### src/rtl/c_divider_pkg.sv
// Shared definitions for the sequential restoring divider: FSM encoding and width helper.
package c_divider_pkg;

  // log2 of the default datapath width
  localparam int N_DEFAULT = 4;

  // Controller states of the divider
  typedef enum logic [1:0] {
    IDLE = 2'd0,
    RUN  = 2'd1,
    DONE = 2'd2
  } state_t;

  // Datapath width derived from its log2
  function automatic int width_of(input int n);
    return 2 ** n;
  endfunction

endpackage

### src/rtl/c_div_step.sv
// One restoring division iteration: shift the next dividend bit into the partial
// remainder, trial-subtract the divisor, keep the difference only if it did not borrow.
module c_div_step #(
  parameter int W = 16
) (
  input  logic [W:0]   p,
  input  logic         msb,
  input  logic [W-1:0] b,
  output logic [W:0]   p_next,
  output logic         q_bit
);

  logic [W:0]   p_shift;
  logic [W:0]   b_wide;
  logic [W+1:0] sum;
  logic         unused_p_top;

  // The restored partial remainder is always below the divisor, so its top bit is
  // known zero and drops out when the next dividend bit is shifted in.
  assign unused_p_top = p[W];

  // Subtract-mode adder widened to W+1 bits: p_shift + ~b + 1. The carry out of
  // the top bit is set exactly when no borrow occurred, i.e. p_shift >= b.
  always_comb begin
    p_shift = {p[W-1:0], msb};
    b_wide  = {1'b0, b};
    sum     = {1'b0, p_shift} + {1'b0, ~b_wide} + (W+2)'(1);
    q_bit   = sum[W+1];
    p_next  = q_bit ? sum[W:0] : p_shift;
  end

endmodule

### src/rtl/c_divider.sv
// Sequential restoring divider: unsigned a / b and a % b, one quotient bit per clock,
// with a start/busy/done handshake. Divide-by-zero finishes immediately with an
// all-ones quotient, the dividend as remainder and div_zero set.
module c_divider
  import c_divider_pkg::*;
#(
  parameter  int N = N_DEFAULT,
  localparam int W = width_of(N)
) (
  input  logic         clk,
  input  logic         rst,
  input  logic         start,
  input  logic [W-1:0] a,
  input  logic [W-1:0] b,
  output logic         busy,
  output logic         done,
  output logic [W-1:0] quotient,
  output logic [W-1:0] remainder,
  output logic         div_zero
);

  state_t       state;
  state_t       state_next;
  logic [W-1:0] dividend;
  logic [W-1:0] divisor;
  logic [W-1:0] q_acc;
  logic [W:0]   p;
  logic [W:0]   p_next;
  logic         q_bit;
  logic [N-1:0] count;
  logic         accept;
  logic         last_iter;

  c_div_step #(.W(W)) u_step (
    .p      (p),
    .msb    (dividend[W-1]),
    .b      (divisor),
    .p_next (p_next),
    .q_bit  (q_bit)
  );

  // A new request is taken whenever no iteration is in flight, including the done cycle
  assign accept    = start && (state != RUN);
  assign last_iter = (count == N'(W - 1));
  assign busy      = (state == RUN);
  assign done      = (state == DONE);

  // State register
  always_ff @(posedge clk) begin
    if (rst) begin
      state <= IDLE;
    end else begin
      state <= state_next;
    end
  end

  // Next-state logic: zero divisor skips the iterations entirely
  always_comb begin
    state_next = state;
    case (state)
      IDLE: begin
        if (start) begin
          state_next = (b == '0) ? DONE : RUN;
        end
      end
      RUN: begin
        if (last_iter) begin
          state_next = DONE;
        end
      end
      DONE: begin
        if (start) begin
          state_next = (b == '0) ? DONE : RUN;
        end else begin
          state_next = IDLE;
        end
      end
      default: state_next = IDLE;
    endcase
  end

  // Operand capture, iteration registers and result registers; results change only
  // on the edge that enters DONE so they stay stable between completions.
  always_ff @(posedge clk) begin
    if (rst) begin
      dividend  <= '0;
      divisor   <= '0;
      q_acc     <= '0;
      p         <= '0;
      count     <= '0;
      quotient  <= '0;
      remainder <= '0;
      div_zero  <= 1'b0;
    end else if (accept) begin
      dividend <= a;
      divisor  <= b;
      q_acc    <= '0;
      p        <= '0;
      count    <= '0;
      if (b == '0) begin
        quotient  <= '1;
        remainder <= a;
        div_zero  <= 1'b1;
      end
    end else if (state == RUN) begin
      p        <= p_next;
      q_acc    <= {q_acc[W-2:0], q_bit};
      dividend <= {dividend[W-2:0], 1'b0};
      count    <= count + N'(1);
      if (last_iter) begin
        quotient  <= {q_acc[W-2:0], q_bit};
        remainder <= p_next[W-1:0];
        div_zero  <= 1'b0;
      end
    end
  end

endmodule

### config.mk
export PLATFORM = sky130hd
export DESIGN_NAME = c_divider
export DESIGN_NICKNAME = d
export VERILOG_FILES = /design/src/rtl/c_divider_pkg.sv /design/src/rtl/c_div_step.sv /design/src/rtl/c_divider.sv
export SDC_FILE = /design/constraint.sdc
export NUM_CORES = 1
export LEC_CHECK = 0
export ABC_AREA = 1
export BUFFER_PORTS_ARGS = -buffer_cell sky130_fd_sc_hd__buf_4
export CORE_UTILIZATION = 45
export CTS_BUF_LIST = sky130_fd_sc_hd__clkbuf_2
export DETAILED_ROUTE_END_ITERATION = 16
export SETUP_SLACK_MARGIN = 0.15
export SYNTH_ARGS = -nofsm -noshare
export SYNTH_HDL_FRONTEND = slang
export SYNTH_SLANG_ARGS = --single-unit
### constraint.sdc
create_clock -name clk -period 5.45 [get_ports clk]
set_input_delay 0.545 -clock clk [delete_from_list [all_inputs] [get_ports clk]]
set_output_delay 0.545 -clock clk [all_outputs]
set_load 0.01 [all_outputs]
# Word level (Yosys, flattened, before mapping)
# Cells that the tools add are included.
[op_classes]
add_sub_neg = 3
multipliers = 0
div = 0
order_cmp = 0
eq_ne = 7
shifts = 0
muxes = 20
bitwise_logic = 1
reduce_logical = 8
[ops]
columns = ["cell", "n"]
rows = [
  ["$mux 16", 11],
  ["$add 17x17->18", 1],
  ["$add 18x1->18 const B", 1],
  ["$not 16->17", 1],
  ["$logic_not 16->1", 1],
  ["$mux 2", 4],
  ["$ne 2x1->1 const B", 3],
  ["$pmux 2 s3", 1],
  ["$add 4x1->4 const B", 1],
  ["$eq 4x4->1 const B", 1],
  ["$mux 1", 4],
  ["$reduce_bool 2->1", 2],
  ["$reduce_and 3->1", 1],
  ["$eq 2x1->1 const B", 1],
  ["$eq 2x2->1 const B", 1],
  ["$logic_not 2->1", 1],
  ["$ne 2x2->1 const B", 1],
  ["$reduce_and 2->1", 1],
  ["$reduce_or 2->1", 1],
  ["$logic_and 1x1->1", 1],
]
[totals]
register_bits = 102
latch_bits = 0
mem_bits_rw = 0
rom_bits = 0
input_bits = 35
out_inout_bits = 35
wordCells = 48
mem_count = 0

# Logic depth before layout (Yosys ltp)
# Gate-level depths: netlist (run 1).
[depth]
depth_word = 7
depth_mapped = 16
depth_no_buf = 16

# Modules after synthesis
# A second synthesis (run 1) with hierarchy kept.
[hier_totals]
cells_unflattened = 870
hier_area_um2 = 5647.9
[modules_own_cells]
columns = ["module", "instances", "cells_each", "area_per_inst_um2", "seq_area_each_um2"]
rows = [
  ["c_divider", 1, 598, 4260.3, 2062.0],
  ["c_div_step", 1, 272, 1387.6, 0.0],
]

# Least setup slack after synthesis (run 1)
# OpenSTA, ideal clock, no wires.
[synth_timing]
path_kind = "flip-flop to flip-flop"
start = "register dividend[15]"
end = "register p[14]"
setup_ns = 0.113
arrival_ns = 1.682
required_time_ns = 5.337
setup_slack_ns = 3.655
path_stages_with_launch = 15
path_buffers = 0
period_less_slack_ns = 1.795
cell_sequence = "dfxtp_1 inv_1 ha_1 inv_1 fa_1 nand2_1 nand2_1 nand3b_1 nand2_1 nand2_1 nand3b_1 nand3_2 nand2_1 o21ai_1 inv_1"
[synth_via]
elab_chain_cells = 3
[synth_lines]
columns = ["element", "line_no", "text"]
rows = [
  ["from (decl)", "c_divider.sv:24", "logic [W-1:0] dividend;"],
  ["from (signal assigned)", "c_divider.sv:108", "dividend <= {dividend[W-2:0], 1'b0};"],
  ["$add 17x17->18", "c_div_step.sv:27", "sum = {1'b0, p_shift} + {1'b0, ~b_wide} + (W+2)'(1);"],
  ["$add 18x1->18", "c_div_step.sv:27", ""],
  ["$mux 16", "c_div_step.sv:29", "p_next = q_bit ? sum[W:0] : p_shift;"],
  ["to (signal assigned)", "c_divider.sv:106", "p <= p_next;"],
  ["to (decl)", "c_divider.sv:27", "logic [W:0] p;"],
]
# No other way between the ends.
# A chain may end at the register's enable or synchronous reset.

# Worst setup path in the final report (run 1)
[layout_timing]
start = "register state[0]"
end = "register remainder[13]"
[layout_via]
elab_chain_cells = 4
elab_cells_between_ends = 8
cone_classes = "eq/ne: 3; mux: 1; reduce/logical: 4"
[layout_lines]
columns = ["element", "line_no", "text"]
rows = [
  ["from (decl)", "c_divider.sv:22", "state_t state;"],
  ["from (signal assigned)", "c_divider.sv:53", "state <= state_next;"],
  ["$ne 2x1->1", "c_divider.sv:43", "assign accept = start && (state != RUN);"],
  ["$logic_and 1x1->1", "c_divider.sv:43", ""],
  ["$ne 2x1->1 (no source line) or $reduce_bool 2->1 (tied branches)", "n/a", ""],
  ["$reduce_and 3->1 (no source line)", "n/a", ""],
  ["to (signal assigned)", "c_divider.sv:112", "remainder <= p_next[W-1:0];"],
  ["to (decl)", "c_divider.sv:18", "output logic [W-1:0] remainder,"],
]
# Parallel ways exist; a longest one is shown, timed or not.

==> impl_metrics.ini, run 1 <==
[clock_network]
clock_latency_ps = 610
cts_tree = done
cts.path.max_buffers = 2
cts-hold-fix-buffers = 0
h-tree-depth = 3
cts_sinks = 102
cts_root_buf = clkbuf_2
numCtsBuffers = 9
post_cts_resized = 0
clk_pin_slew_ps = 290
cts_setup_buffers = 0

[final_layout]
nNetsFinal = 849
area_growth_pct = 12.8
drive_gt1_frac = 0.172
antenna_cells = 0

[timing]
rsz0062_at_grt = no
tightest_slew_ps = 1040
fmax_mhz = 371
relSlewSlack = 0.304
finalSetupViolCount = 0
post-route-period-util = 0.495
fin_ws_ps = 2750
fin_skew_ps = 19.2
whs_ps = 146
fin_tns_setup_ps = 0
hold_viol = 0
slew_viol_final = 0
period_needed_ps = 2700

[global_route]
gr-total-overflow = 0
grt_pass1_vias = 4266
grt_max_degree = 47
grt_use_total = 0.223
grt_pass1_wl_um = 20500
antenna_found_initial = 0

[yosys]
yosys_warnings = 0
synth_async_sr_flop_share = 0
synth_commonest_cells = nand2_1 (208), inv_1 (110), dfxtp_1 (102)
syn_avg_cell_area_um2 = 7.04
ys_ff_latch = 102
syn_inst = 746
syn_nets = 799
syn-cell-area_um2 = 5250
yosysUniqueCellTypes = 36
synth_top_area_frac = 0.389
ys.flop_type = dfxtp_1
synth_most_common_cell = nand2_1
synth_top_area_cell = dfxtp_1
ys_seq_area_frac = 0.389
synth_edf_count = 0
synthTopCellsByArea = dfxtp_1 (39%), nand2_1 (15%), inv_1 (7.9%)

[setup_path]
start_kind = register
reg2regPathDepth = 8
criticalPathCategory = register to register
crit_required_ps = 5980
end_kind = register
worstPathMaxFanout = 44
cp.arrival_ps = 3230

[die]
io_pins = 70
die-area_um2 = 12100
die_w_um = 110
initial_utilization = 0.460
fp-row-count = 39
die-height_um = 110
core-area_um2 = 11400

[place]
pre_cts_ws_ps = 2680
io_buffers = 69
place_congestion = 0.844
dpl.hpwl_um = 9550

[status]
status = complete, no violations

[routing]
drc = 0
vias_per_cell = 5.02
firstDrtPassIters = 4
routed_wl_um = 12900
drtAntennaViolNets = 0
initialDrtViolationCount = 264
wl_per_cell_um = 13.7
num_vias = 4738

[run]
drv_cap = 0

[worst_hold_path]
hold_path_depth = 3
min_path_type = input pin to register

[power]
peakVddDrop_uv = 199
leakagePower_nw = 2.85
p_per_area_nw_per_um2 = 277
-- layout by cell type, fill, tap and decap left out, drive strengths merged --
cell type,synthesis,routed
nand2,217,217
inv,121,124
dfxtp,102,102
a21oi,73,73
buf,12,70
o21ai,60,60
nor2,46,46
nand3,25,25
o221ai,17,17
ha,17,17
a31oi,9,9
clkbuf,19,9
xor2,6,6
nand4,5,5
o211ai,4,4
nand3b,4,4
nor3,4,4
clkinv,1,4
or2,2,2
xnor2,1,1
fa,1,1
bufinv,0,1
-- layer usage --
layer  track usage  wire length, µm
met5             0                0
met4        0.0667              253
met3        0.0506              434
met2         0.373             6030
met1         0.285             6180
-- worst max-delay path: stages (launching register included) --
cell     delay [ps]
dfxtp_1         410
inv_2            70
nor2_8          500
nand4_4         410
nand2_1         620
buf_4           370
nand2_1          70
o21ai_0          70
a21oi_1          80
-- state kept, by name, summed over array words and instances, names as in the netlist --
| signal | flops |
|---|---|
| q_acc | 15 |
| count | 4 |
| p | 16 |
| remainder | 16 |
| quotient | 16 |
| divisor | 16 |
| dividend | 16 |
| div_zero | 1 |
| state | 2 |
-- kinds of logic (layout without fill, tap and decap cells) --
logic type | Yosys count | count (layout) | synth area share
AND/OR/NAND/NOR | 303 | 303 | 0.254
AO/OA/AOI/OAI | 163 | 163 | 0.182
buffers and inverters | 153 | 208 | 0.119
flip-flops | 102 | 102 | 0.389
adder cells (fa/ha/maj) | 18 | 18 | 0.0443
XOR/XNOR | 7 | 7 | 0.0117
-- worst paths after layout --
kind | from | to | slack, ps
max | state[0]$_SDFFE_PP0P_ | remainder[13]$_SDFFE_PP0P_ | 2750
min | b[0] | divisor[0]$_SDFFE_PP0P_ | 150
max reg2reg | state[0]$_SDFFE_PP0P_ | remainder[13]$_SDFFE_PP0P_ | 2750
min reg2reg | dividend[0]$_SDFFE_PP0P_ | dividend[0]$_SDFFE_PP0P_ | 490
-- stage by stage --
step            util  area (µm²)  std cells  power, mW
6_report       0.519        5930        944       1.64
5_1_grt        0.519        5930        944       1.75
4_1_cts        0.519        5930        944       1.66
3_5_place_dp   0.507        5790        928       1.26
3_3_place_gp   0.507        5790        928       1.25
2_1_floorplan      -        5250        746       1.17
-- area by class of cell --
type,count,area (µm²)
clock buffer,9,45.0
multi-input combinational,491,2590
tap,143,179
timing repair buffer,70,526
fill,1179,5490
sequential,102,2040
inverter,122,458
clock inverter,7,88.8
-- where the power goes --
part           switching [mW]  leakage [nW]  internal, mW
Sequential             0.0154         0.830         0.778
Clock                   0.279        0.0815         0.118
Combinational           0.303          1.94         0.149
Note: power is estimated with default switching activity, not from simulation.
==> inputs of run 2 (changes only) <==
--- a/config.mk
+++ b/config.mk
@@ -10,6 +10,7 @@
 export CORE_UTILIZATION = 45
 export CTS_BUF_LIST = sky130_fd_sc_hd__clkbuf_2
 export DETAILED_ROUTE_END_ITERATION = 16
+export PLACE_DENSITY = 0.67
 export SETUP_SLACK_MARGIN = 0.15
 export SYNTH_ARGS = -nofsm -noshare
 export SYNTH_HDL_FRONTEND = slang
==> constraint.sdc (replaced) <==
create_clock -name clk -period 2.4 [get_ports clk]
set_input_delay 0.24 -clock clk [delete_from_list [all_inputs] [get_ports clk]]
set_output_delay 0.24 -clock clk [all_outputs]
set_load 0.01 [all_outputs]
==> run 2 against run 1 <==
Sequential power up 130%. Critical path type unchanged. Count of clock-buffer cells in the layout unchanged. Combinational power rose to 2.7 times the previous value. Largest cell class unchanged. Final cell count up 5.9%. Largest power group unchanged. Hold slack better by 260 ps. Via count up 7.8%. First-iteration DRC count up 6.1%.
==> impl_metrics.ini, run 2 (synthesized netlist as in run 1, its figures left out) <==
[timing]
relSlewSlack = 0.617
finalSetupViolCount = 0
period_needed_ps = 2130
fmax_mhz = 469
tightest_slew_ps = 574
hold_viol = 0
fin_tns_setup_ps = 0
post-route-period-util = 0.889
rsz0062_at_grt = no
slew_viol_final = 0
whs_ps = 406
fin_skew_ps = 48.5

[final_layout]
drive_gt1_frac = 0.190
area_growth_pct = 25.1
final_common_cell = nand2_1
nNetsFinal = 905
final_cell_area_um2 = 6570
utilization = 0.576
antenna_cells = 0
layout_common_cells = nand2_1 (208), inv_1 (110), dfxtp_1 (99)

[setup_path]
startpoint = divisor[3]$_SDFFE_PP0P_
crit_required_ps = 3010
end_kind = register
cp.arrival_ps = 2740
start_kind = register
criticalPathCategory = register to register
worstPathMaxFanout = 8
r2r-start = divisor[3]$_SDFFE_PP0P_

[die]
fp-row-count = 39
initial_utilization = 0.460
die_w_um = 110
io_pins = 70
die-height_um = 110
die-area_um2 = 12100
core-area_um2 = 11400

[routing]
routed_wl_um = 14300
num_vias = 5109
wl_per_cell_um = 14.3
vias_per_cell = 5.11
drc = 0
initialDrtViolationCount = 280
drtAntennaViolNets = 0
firstDrtPassIters = 5

[global_route]
grt_pass1_vias = 4730
gr-total-overflow = 0
antenna_found_initial = 0
grt_use_total = 0.240
grt_max_degree = 34
grt_pass1_wl_um = 22300

[clock_network]
cts_sinks = 102
h-tree-depth = 3
clk_pin_slew_ps = 310
cts.path.max_buffers = 2
cts_root_buf = clkbuf_2
cts_tree = done
numCtsBuffers = 9
clock_latency_ps = 640

[worst_hold_path]
min_path_type = input pin to register
min_from = b[2]

[place]
dpl.hpwl_um = 9680
io_buffers = 69
dpl_cell_area_um2 = 5840
place_congestion = 0.929

[power]
peakVddDrop_uv = 477
leakagePower_nw = 3.13
p_per_area_nw_per_um2 = 609

[run]
drv_cap = 0

[status]
status = complete, no violations
==> run 2: power by group <==
group / switching (mW) / internal, mW
Clock: 0.623 / 0.363
Sequential: 0.0388 / 1.77
Combinational: 0.766 / 0.444
==> run 2: worst paths after layout <==
| path | to | slack (ps) | cells after the start |
|---|---|---|---|
| setup / recovery | remainder[13]$_SDFFE_PP0P_ | 270 | 15 |
| hold / removal | divisor[2]$_SDFFE_PP0P_ | 410 | 4 |
| setup reg to reg | remainder[13]$_SDFFE_PP0P_ | 270 | 15 |
| hold reg to reg | q_acc[14]$_SDFFE_PP0P_ | 470 | 2 |
==> run 2: cell type report <==
cell class	instances	area (µm²)
Multi-Input combinational cell	494	2690
Clock buffer	9	45.0
Sequential cell	102	2050
Tap cell	143	179
Fill cell	1082	4840
Clock inverter	7	105
Timing Repair Buffer	123	1040
Inverter	122	463
==> run 2: timing repair <==
item,4_1_cts,5_1_grt
endpoints found under the setup margin,1,31
pin swaps,1,4
hold endpoints to repair,50,0
hold buffers,41,0
gates resized for setup,0,18
buffers inserted,0,6
gates cloned,1,2
==> run 2: through the flow <==
stage          setup WS, ps  total power, mW  std cells
2_1_floorplan           605             2.66        746
3_3_place_gp            270             2.87        934
3_5_place_dp            230             2.88        934
4_1_cts                 183             3.93        992
5_1_grt                 159             4.24       1000
6_report                267             4.00       1000
==> run 2: worst max-delay path, stage by stage, from the launching register on <==
cell,delay [ps]
dfxtp_1,390
inv_1,40
ha_1,370
nand2_2,140
inv_1,50
nand2_1,80
nand2_1,60
nand2_1,110
nand3_2,110
nand2_4,180
nand2_8,110
inv_4,110
nand2_1,50
nand2_1,130
nand2_1,80
a21oi_1,150
==> run 2: routing by layer <==
layer | track usage | share of wire | vias up
li1 | - | - | 2595
met3 | 0.0653 | 0.052 | 27
met2 | 0.410 | 0.49 | 129
met5 | 0 | 0 | -
met1 | 0.292 | 0.43 | 2358
met4 | 0.0752 | 0.022 | 0
==> inputs of run 3 (changes only) <==
--- a/config.mk
+++ b/config.mk
@@ -7,10 +7,13 @@
 export LEC_CHECK = 0
 export ABC_AREA = 1
 export BUFFER_PORTS_ARGS = -buffer_cell sky130_fd_sc_hd__buf_4
+export CORE_MARGIN = 5
 export CORE_UTILIZATION = 45
 export CTS_BUF_LIST = sky130_fd_sc_hd__clkbuf_2
 export DETAILED_ROUTE_END_ITERATION = 16
+export GPL_TIMING_DRIVEN = 0
 export PLACE_DENSITY = 0.67
+export RECOVER_POWER = 50
 export SETUP_SLACK_MARGIN = 0.15
 export SYNTH_ARGS = -nofsm -noshare
 export SYNTH_HDL_FRONTEND = slang
==> run 3 against run 2 <==
Fmax up 1.7%. Clock skew decreased by 7.2 ps. Hold slack lost 360 ps. Worst setup slack gained 36 ps. Critical path depth shrank 9. Via count barely moved. Register-to-register slack improved by 40 ps. Critical endpoint is now remainder[2]$_SDFFE_PP0P_.
==> impl_metrics.ini, run 3 (synthesized netlist as in run 1, its figures left out) <==
[routing]
firstDrtPassIters = 5
routed_wl_um = 14700
initialDrtViolationCount = 394
drc = 0
wl_per_cell_um = 14.6
vias_per_cell = 5.08
drtAntennaViolNets = 0
num_vias = 5108

[die]
die-area_um2 = 13900
io_pins = 70
core-area_um2 = 11400
fp-row-count = 39
initial_utilization = 0.460
die_w_um = 118
die-height_um = 118

[global_route]
antenna_found_initial = 0
grt_max_degree = 16
grt_pass1_vias = 5010
grt_use_total = 0.214
gr-total-overflow = 0
grt_pass1_wl_um = 24500

[worst_hold_path]
whs_endpoint = dividend[3]$_SDFFE_PP0P_
hold_path_depth = 5
min_from = a[3]
min_path_type = input pin to register

[power]
p_per_area_nw_per_um2 = 589
swShare = 0.364
clkPwrFrac = 0.190
seq_power_share = 0.492
p_int_mw = 2.33
peakVddDrop_uv = 410
leakagePower_nw = 2.88
p_switching_mw = 1.33
power.total_mw = 3.66
comb_power_share = 0.319

[clock_network]
cts_sinks = 102
clk_pin_slew_ps = 280
cts.path.max_buffers = 2
cts_tree = done
cts_root_buf = clkbuf_2
h-tree-depth = 3
clock_latency_ps = 600
numCtsBuffers = 9

[setup_path]
end_kind = register
ff2ff_setup_slack_ps = 300
r2r_end = remainder[2]$_SDFFE_PP0P_
reg2regPathDepth = 6
cp.arrival_ps = 2640
crit_required_ps = 2940
worstPathMaxFanout = 10
start_kind = register
criticalPathCategory = register to register
r2r-start = count[0]$_SDFFE_PP0P_

[timing]
finalSetupViolCount = 0
period_needed_ps = 2100
fmax_mhz = 477
fin_skew_ps = 41.2
rsz0062_at_grt = yes
tightest_slew_ps = 568
fin_tns_setup_ps = 0
slew_viol_final = 0
hold_viol = 0
post-route-period-util = 0.874
relSlewSlack = 0.622
whs_ps = 46.5

[final_layout]
regArea_um2 = 2040
final_common_cell = nand2_1
nFillCells = 1179
antenna_cells = 0
nNetsFinal = 912
drive_gt1_frac = 0.127
layout_common_cells = nand2_1 (207), inv_1 (112), dfxtp_1 (101)
final_cell_area_um2 = 6220
multi_input_area_um2 = 2580
area_growth_pct = 18.5

[place]
io_buffers = 69
place_congestion = 0.914
dpl.hpwl_um = 11200
dpl_cell_area_um2 = 5950

[run]
drv_cap = 0

[status]
status = complete, no violations
[run 3: worst max path at each step]
stage / slack [ps] / start / cells past startpoint / endpoint
floorplan: 600 / dividend[15]$_SDFFE_PP0P_ / 14 / p[14]$_SDFFE_PP0P_
global placement: 290 / divisor[0]$_SDFFE_PP0P_ / 14 / remainder[10]$_SDFFE_PP0P_
detailed placement: 230 / dividend[15]$_SDFFE_PP0P_ / 15 / remainder[14]$_SDFFE_PP0P_
CTS: 190 / dividend[15]$_SDFFE_PP0P_ / 15 / remainder[10]$_SDFFE_PP0P_
global route: 100 / count[0]$_SDFFE_PP0P_ / 6 / remainder[8]$_SDFFE_PP0P_
finish: 300 / count[0]$_SDFFE_PP0P_ / 6 / remainder[2]$_SDFFE_PP0P_
[run 3: power by group through the flow]
stage          Clock [mW]  Combinational (mW)  Sequential [mW]
2_1_floorplan           0               0.837             1.82
3_3_place_gp            0                1.09             1.83
3_5_place_dp            0                1.12             1.83
4_1_cts             0.722                1.16             1.80
5_1_grt             0.792                1.31             1.81
6_report            0.695                1.17             1.80
[run 3: cell type report]
cell class / count / share of cell area
Tap cell: 143 / 0.0287
Timing Repair Buffer: 102 / 0.116
Sequential cell: 102 / 0.328
Clock inverter: 4 / 0.00402
Buffer: 31 / 0.0263
Multi-Input combinational cell: 491 / 0.414
Clock buffer: 11 / 0.00884
Inverter: 122 / 0.0736
[run 3: what timing repair did]
| action | in CTS | in global routing |
|---|---|---|
| endpoints found under the hold margin | 38 | 0 |
| resized for setup | 0 | 8 |
| setup endpoints to repair | 0 | 10 |
| setup buffers | 0 | 0 |
| hold buffers | 33 | 0 |
[run 3: critical path, stage by stage (launching register included)]
cell and delay, ps:
dfxtp_1 440, ha_1 240, nand4_1 420, nand2_1 250, clkbuf_1 360, o21ai_0 140, a21oi_1 180
[run 3: through the flow]
stage	cells	setup slack (ps)	util
2_1_floorplan	746	605	-
3_3_place_gp	958	290	0.521
3_5_place_dp	958	228	0.521
4_1_cts	1006	186	0.557
5_1_grt	1006	104	0.545
6_report	1006	303	0.545
[run 3: layer usage]
metal | global-route usage | vias up | part of all wire
met2 | 0.359 | 136 | 0.48
li1 | - | 2604 | -
met1 | 0.271 | 2344 | 0.44
met3 | 0.0553 | 24 | 0.054
met5 | 0 | - | 0
met4 | 0.0645 | 0 | 0.020
